[config.mk]
export PLATFORM = sky130hd
export DESIGN_NAME = csi2_pkt_crc_check
export DESIGN_NICKNAME = d
export VERILOG_FILES = /design/src/rtl/csi2_pkg.sv /design/src/rtl/csi2_crc_calc.sv /design/src/rtl/csi2_pkt_crc_check.sv
export SDC_FILE = /design/constraint.sdc
export NUM_CORES = 1
export LEC_CHECK = 0
export ABC_AREA = 1
export CAP_MARGIN = 10
export CORE_MARGIN = 3
export CORE_UTILIZATION = 56
export DETAILED_ROUTE_END_ITERATION = 7
export PLACE_DENSITY = 0.85
export SETUP_SLACK_MARGIN = 0.2
export SLEW_MARGIN = 20
export SYNTH_ARGS = -nofsm -noshare
export SYNTH_HDL_FRONTEND = slang
export SYNTH_SLANG_ARGS = --single-unit
[constraint.sdc]
create_clock -name clk_i -period 7.05 [get_ports clk_i]
set_clock_uncertainty 0.15 [all_clocks]
set_input_delay 1.0575 -clock clk_i [delete_from_list [all_inputs] [get_ports clk_i]]
set_output_delay 1.0575 -clock clk_i [all_outputs]
set_load 0.1 [all_outputs]
[src/rtl/csi2_pkg.sv]
`default_nettype none
// +----------------------------------------------------------------------------+
// | Module : csi2_pkg                                                          |
// | Brief  : Shared CSI-2 types and constants for the payload CRC checker.     |
// | Rev    : 1.0                                                               |
// +----------------------------------------------------------------------------+
package csi2_pkg;

    localparam logic [15:0] CSI2_CRC_POLY = 16'h1021;
    localparam logic [15:0] CSI2_CRC_INIT = 16'hFFFF;

    typedef enum logic [1:0] {
        IDLE    = 2'd0,
        PAYLOAD = 2'd1,
        CRC_LSB = 2'd2,
        CRC_MSB = 2'd3
    } crc_chk_state_t;

endpackage
`default_nettype wire

[src/rtl/csi2_crc_calc.sv]
`default_nettype none
// +----------------------------------------------------------------------------+
// | Module : csi2_crc_calc                                                     |
// | Brief  : Parameterised byte-parallel CRC with optional in/out reflection.  |
// | Rev    : 1.0                                                               |
// +----------------------------------------------------------------------------+
module csi2_crc_calc #(
    parameter int                  CRC_SIZE   = 16,
    parameter logic [CRC_SIZE-1:0] POLY       = 16'h1021,
    parameter int                  DATA_WIDTH = 8,
    parameter                      REF_IN     = "TRUE",
    parameter                      REF_OUT    = "TRUE",
    parameter logic [CRC_SIZE-1:0] XOR_OUT    = '0
) (
    input  logic                  clk_i,
    input  logic                  rst_i,
    input  logic [CRC_SIZE-1:0]   init_i,
    input  logic                  soft_reset_i,
    input  logic                  valid_i,
    input  logic [DATA_WIDTH-1:0] data_i,
    output logic [CRC_SIZE-1:0]   crc_o
);

    logic [DATA_WIDTH-1:0] data_w;
    logic [CRC_SIZE-1:0]   crc_q;
    logic [CRC_SIZE-1:0]   crc_d;
    logic [CRC_SIZE-1:0]   crc_out_w;

    // The register always runs MSB-first; reflection is applied at the edges.
    if (REF_IN == "TRUE") begin : g_ref_in
        for (genvar i = 0; i < DATA_WIDTH; i++) begin : g_bit
            assign data_w[i] = data_i[DATA_WIDTH-1-i];
        end
    end else begin : g_no_ref_in
        assign data_w = data_i;
    end

    if (REF_OUT == "TRUE") begin : g_ref_out
        for (genvar i = 0; i < CRC_SIZE; i++) begin : g_bit
            assign crc_out_w[i] = crc_q[CRC_SIZE-1-i];
        end
    end else begin : g_no_ref_out
        assign crc_out_w = crc_q;
    end

    assign crc_o = crc_out_w ^ XOR_OUT;

    always_comb begin
        logic fb;
        fb    = 1'b0;
        crc_d = crc_q;
        for (int i = DATA_WIDTH - 1; i >= 0; i--) begin
            fb    = crc_d[CRC_SIZE-1] ^ data_w[i];
            crc_d = {crc_d[CRC_SIZE-2:0], 1'b0} ^ (fb ? POLY : '0);
        end
    end

    always_ff @(posedge clk_i) begin
        if (rst_i) begin
            crc_q <= init_i;
        end else if (soft_reset_i) begin
            crc_q <= init_i;
        end else if (valid_i) begin
            crc_q <= crc_d;
        end
    end

endmodule
`default_nettype wire

[src/rtl/csi2_pkt_crc_check.sv]
`default_nettype none
// +----------------------------------------------------------------------------+
// | Module : csi2_pkt_crc_check                                                |
// | Brief  : Long-packet payload counter, forwarder and checksum checker.      |
// |          Define CSI2_CRC_ERR_CNT_EN for the saturating CRC error counter.  |
// | Rev    : 1.0                                                               |
// +----------------------------------------------------------------------------+
module csi2_pkt_crc_check
    import csi2_pkg::*;
#(
    parameter int           WC_WIDTH      = 16,
    parameter logic [15:0]  CRC_INIT      = CSI2_CRC_INIT,
    parameter int           ERR_CNT_WIDTH = 16
) (
    input  logic                     clk_i,
    input  logic                     rst_i,
    input  logic                     pkt_start_i,
    input  logic [WC_WIDTH-1:0]      wc_i,
    input  logic                     valid_i,
    input  logic [7:0]               data_i,
    output logic                     pld_valid_o,
    output logic [7:0]               pld_data_o,
    output logic                     pld_last_o,
    output logic                     crc_done_o,
    output logic                     crc_err_o,
    output logic [15:0]              crc_rx_o,
    output logic [15:0]              crc_calc_o,
    output logic                     busy_o,
    output logic [ERR_CNT_WIDTH-1:0] err_cnt_o
);

    crc_chk_state_t      state_q, state_d;
    logic [WC_WIDTH-1:0] cnt_q, cnt_d;
    logic [7:0]          lsb_q, lsb_d;
    logic                pld_valid_q, pld_valid_d;
    logic [7:0]          pld_data_q, pld_data_d;
    logic                pld_last_q, pld_last_d;
    logic                crc_done_q, crc_done_d;
    logic                crc_err_q, crc_err_d;
    logic [15:0]         crc_rx_q, crc_rx_d;
    logic [15:0]         crc_calc_q, crc_calc_d;
    logic [15:0]         crc_w;
    logic                crc_valid_w;

    assign crc_valid_w = valid_i && (state_q == PAYLOAD);

    // Soft reset outranks valid in the instance, so an aborting byte is dropped.
    csi2_crc_calc #(
        .CRC_SIZE   (16),
        .POLY       (CSI2_CRC_POLY),
        .DATA_WIDTH (8),
        .REF_IN     ("TRUE"),
        .REF_OUT    ("TRUE"),
        .XOR_OUT    (16'h0000)
    ) u_crc (
        .clk_i        (clk_i),
        .rst_i        (rst_i),
        .init_i       (CRC_INIT),
        .soft_reset_i (pkt_start_i),
        .valid_i      (crc_valid_w),
        .data_i       (data_i),
        .crc_o        (crc_w)
    );

    always_comb begin
        state_d     = state_q;
        cnt_d       = cnt_q;
        lsb_d       = lsb_q;
        pld_valid_d = 1'b0;
        pld_data_d  = pld_data_q;
        pld_last_d  = 1'b0;
        crc_done_d  = 1'b0;
        crc_err_d   = crc_err_q;
        crc_rx_d    = crc_rx_q;
        crc_calc_d  = crc_calc_q;

        if (pkt_start_i) begin
            cnt_d   = wc_i;
            state_d = (wc_i != '0) ? PAYLOAD : CRC_LSB;
        end else if (valid_i) begin
            case (state_q)
                PAYLOAD: begin
                    pld_valid_d = 1'b1;
                    pld_data_d  = data_i;
                    pld_last_d  = (cnt_q == WC_WIDTH'(1));
                    if (cnt_q != '0) begin
                        cnt_d = cnt_q - WC_WIDTH'(1);
                    end
                    if (cnt_q <= WC_WIDTH'(1)) begin
                        state_d = CRC_LSB;
                    end
                end
                CRC_LSB: begin
                    lsb_d   = data_i;
                    state_d = CRC_MSB;
                end
                CRC_MSB: begin
                    crc_rx_d   = {data_i, lsb_q};
                    crc_calc_d = crc_w;
                    crc_done_d = 1'b1;
                    crc_err_d  = ({data_i, lsb_q} != crc_w);
                    state_d    = IDLE;
                end
                default: ;
            endcase
        end
    end

    always_ff @(posedge clk_i or posedge rst_i) begin
        if (rst_i) begin
            state_q     <= IDLE;
            cnt_q       <= '0;
            lsb_q       <= '0;
            pld_valid_q <= 1'b0;
            pld_data_q  <= '0;
            pld_last_q  <= 1'b0;
            crc_done_q  <= 1'b0;
            crc_err_q   <= 1'b0;
            crc_rx_q    <= '0;
            crc_calc_q  <= '0;
        end else begin
            state_q     <= state_d;
            cnt_q       <= cnt_d;
            lsb_q       <= lsb_d;
            pld_valid_q <= pld_valid_d;
            pld_data_q  <= pld_data_d;
            pld_last_q  <= pld_last_d;
            crc_done_q  <= crc_done_d;
            crc_err_q   <= crc_err_d;
            crc_rx_q    <= crc_rx_d;
            crc_calc_q  <= crc_calc_d;
        end
    end

`ifdef CSI2_CRC_ERR_CNT_EN
    logic [ERR_CNT_WIDTH-1:0] err_cnt_q, err_cnt_d;

    // Updates on the same edge as the done pulse, so it is current alongside it.
    always_comb begin
        err_cnt_d = err_cnt_q;
        if (crc_done_d && crc_err_d && (err_cnt_q != '1)) begin
            err_cnt_d = err_cnt_q + ERR_CNT_WIDTH'(1);
        end
    end

    always_ff @(posedge clk_i or posedge rst_i) begin
        if (rst_i) begin
            err_cnt_q <= '0;
        end else begin
            err_cnt_q <= err_cnt_d;
        end
    end

    assign err_cnt_o = err_cnt_q;
`else
    assign err_cnt_o = '0;
`endif

    assign pld_valid_o = pld_valid_q;
    assign pld_data_o  = pld_data_q;
    assign pld_last_o  = pld_last_q;
    assign crc_done_o  = crc_done_q;
    assign crc_err_o   = crc_err_q;
    assign crc_rx_o    = crc_rx_q;
    assign crc_calc_o  = crc_calc_q;
    assign busy_o      = (state_q != IDLE);

endmodule
`default_nettype wire

==> qor.yml <==
logic_synthesis:
  synthTopCellsByArea: "dfrtp_1 (38%), nand2_1 (18%), dfxtp_1 (6.9%)"
  avgSynthCellArea_um2: 7.46
  synth-edff-count: 0
  synthAdderAreaFrac_pct: 0.808
  yosys-top-cells-count: "nand2_1 (228), dfrtp_1 (70), nor2_1 (51), inv_1 (49), nand3_1 (44)"
  synth_cell_type_count: 31
  synth_top_area_share_pct: 37.7
  synth_xor_area_share_pct: 3.40
  synth_top_family_by_area: "simple AND/OR/NAND/NOR gates"
  syn_inst: 622
  synthMuxAreaShare_pct: 0
  synth_ff_type: "dfrtp_1"
  synthSimpleGateAreaFrac_pct: 30.5
  synth_compound_area_share_pct: 11.1
  syn_area_um2: 4640
  yosysSeqAreaShare_pct: 44.6
  synth-seq-cells: 86
  synthArstFlopShare_pct: 81.4
  yosys.area.top_type: "dfrtp_1"
  ys_warn_count: 0
  yosysMostFrequentCell: "nand2_1"
timing:
  worst_slack_ns: 3.61
  setup_viol: 0
  drv_slew: 0
  finalCriticalPeriod_ns: 3.44
  hold_slack_ns: 0.338
  setup_tns_ns: 0
  maxSlewHeadroom_pct: 33.6
  tightestPinTransition_ns: 0.992
  rsz0062_at_grt: "false"
  finalCritPeriodShare_pct: 48.8
  fmax_mhz: 291
  hold_violations: 0
grt:
  grtUsageTotal_pct: 23.8
  overflow: 0
  grt_max_degree: 66
  grt_pass1_vias: 3871
  grt_pass1_wl_mm: 18.4
  antenna_found_initial: 0
layout:
  antenna_cells: 0
  drive_gt1_share_pct: 6.66
  synthToLayoutAreaGrowth_pct: 19.7
  final_core_util_pct: 70.5
  design_area_um2: 5560
  final_nets: 717
  fill_cells: 630
floorplan:
  die_h_um: 97.1
  core_um2: 7890
  num_io_pins: 89
  rows: 32
  dieArea_um2: 9420
  floorplan.initialDensity_pct: 58.9
  die_x_um: 97.1
clock_tree:
  postCtsSetupBuffers: 0
  clkLatencyLatePin_ns: 0.36
  clock_path_buffers: 2
  hold_buffers: 0
  clk_pin_slew_ns: 0.09
  numCtsBuffers: 9
  cts_max_level: 3
  ctsResizeCount: 0
  cts_root_buffer: "clkbuf_8"
  clock-sinks: 86
  cts_tree: "yes"
place:
  placed_cell_area_um2: 5300
  portBuffers: 72
  place_ws_ns: 3.36
  hpwl_mm: 8.07
  gp_congestion: 0.900
worst_setup_path:
  crit_path_end_kind: "flip-flop"
  path_max_fanout: 65
  crit_arrival_ns: 3.51
  worst-setup-path-type: "primary input to flip-flop"
  cp_slowest_cell: "clkdlybuf4s50_1"
  worstPathRequired_ns: 7.12
  cp_top_family: "buffers and inverters"
  cpPeakStageDelay_ns: 0.83
  path_buf_inv: 2
  worstSetupStartpointType: "primary input"
  worstPathCellList: "clkdlybuf4s50_1 > nor3_2 > clkinv_2 > nand2_1 > o21ai_2"
power:
  internal_power_mw: 1.17
  pwr-share-comb_pct: 53.4
  switching_share_pct: 53.0
  ir_drop_v: 0.000400
  clockPowerShare_pct: 17.4
  power_frac_seq_pct: 29.2
  powerDensity_nw_per_um2: 447
  p_leak_nw: 2.75
  switching_power_mw: 1.32
routing:
  first_pass_iters: 5
  wire_per_inst_um: 14.0
  viasPerCell: 5.31
  remaining_drc_errors: 0
  drtIter0Drc: 331
  final_antenna_net_count: 0
  wl_mm: 11.1
  vias: 4213
worst_hold_path:
  hold_class: "flip-flop to flip-flop"
job:
  drv_cap: 0
status:
  status: "complete, no violations"
-- per-layer routing --
layer  GRT usage (%)  vias to the layer above  wire length [um]
met1            33.7                     1946              4980
li1                -                     2065                 -
met3            3.45                       23               740
met4            9.83                        0               303
met5               0                        -                 0
met2            36.8                      179              5040
-- registers in the layout (all words and copies together), names as in the netlist, 2 cells and up --
name,cells
pld_data_o,8
crc_rx_o,16
lsb_q,8
cnt_q,16
state_q,2
crc_calc_o,16
u_crc.crc_q,16
-- power groups by stage --
stage	Clock, mW	Combinational [mW]	Sequential, mW
global route	0.457	1.39	0.744
CTS	0.435	1.33	0.725
global placement	0	1.31	0.728
finish	0.433	1.33	0.725
floorplan	0	0.308	1.45
detailed placement	0	1.33	0.733
-- cells in the final DEF, fill, tap and decap left out --
master / synthesis / layout
a21oi_1: 15 / 15
nor2_2: 1 / 1
nand2_1: 228 / 228
nor3_2: 1 / 1
inv_2: 1 / 1
nand2_2: 1 / 1
clkbuf_8: 0 / 10
nor2_4: 2 / 2
nand2_4: 2 / 2
or2_2: 1 / 1
xnor2_1: 9 / 9
a21oi_4: 1 / 1
nand3_1: 44 / 44
bufinv_16: 0 / 3
nor3_1: 2 / 2
inv_1: 49 / 48
clkinv_4: 0 / 1
o21bai_1: 1 / 1
ha_1: 3 / 3
conb_1: 1 / 16
nand3b_1: 7 / 7
clkinv_2: 0 / 1
o21ai_0: 36 / 36
xor2_1: 9 / 9
dfrtp_1: 70 / 70
dfxtp_1: 16 / 16
buf_4: 17 / 1
nand4_1: 2 / 2
o21ai_2: 18 / 18
nor2_1: 51 / 51
clkdlybuf4s50_1: 0 / 72
inv_6: 0 / 2
o21ai_1: 16 / 16
-- worst reg2reg max path, cell delays in order, from the launching register on --
cell	delay, ns
dfrtp_1	0.47
nand2_1	0.14
nor3_2	0.25
clkinv_2	0.77
nand2_1	0.30
o21ai_2	0.08
-- layout make-up --
type                       count  area, um2  share of cell area [%]
clock inverter                 6        116                    2.09
inverter                      50        189                    3.40
timing repair buffer          73        728                    13.1
clock buffer                  10        138                    2.48
tap                          102        128                    2.30
multi-input combinational    466       2190                    39.4
sequential                    86       2070                    37.3
-- worst paths after layout --
check | from | end | slack, ns | depth (start not counted)
setup reg to reg | state_q[1]$_DFFE_PP0P_ | crc_calc_o[8]$_DFFE_PP0P_ | 4.76 | 5
setup / recovery | pkt_start_i | crc_calc_o[8]$_DFFE_PP0P_ | 3.61 | 5
max in group asynchronous | rst_i | crc_calc_o[9]$_DFFE_PP0P_ | 4.89 | 3
hold reg to reg | crc_calc_o[10]$_DFFE_PP0P_ | crc_calc_o[10]$_DFFE_PP0P_ | 0.34 | 2
hold / removal | crc_calc_o[10]$_DFFE_PP0P_ | crc_calc_o[10]$_DFFE_PP0P_ | 0.34 | 2
min in group asynchronous | rst_i | crc_calc_o[0]$_DFFE_PP0P_ | 0.86 | 2
-- kinds of logic after synthesis --
family / count (synthesis)
AND/OR/NAND/NOR: 342
XOR/XNOR: 18
AO/OA/AOI/OAI: 87
flip-flops: 86
buffers and inverters: 85
adder cells (fa/ha/maj): 3
other: 1
-- metrics by stage --
step / cells / power (mW)
2_1_floorplan: 637 / 1.76
3_3_place_gp: 777 / 2.04
3_5_place_dp: 777 / 2.06
4_1_cts: 793 / 2.49
5_1_grt: 793 / 2.59
6_report: 793 / 2.49
Note: power is estimated with default switching activity, not from simulation.
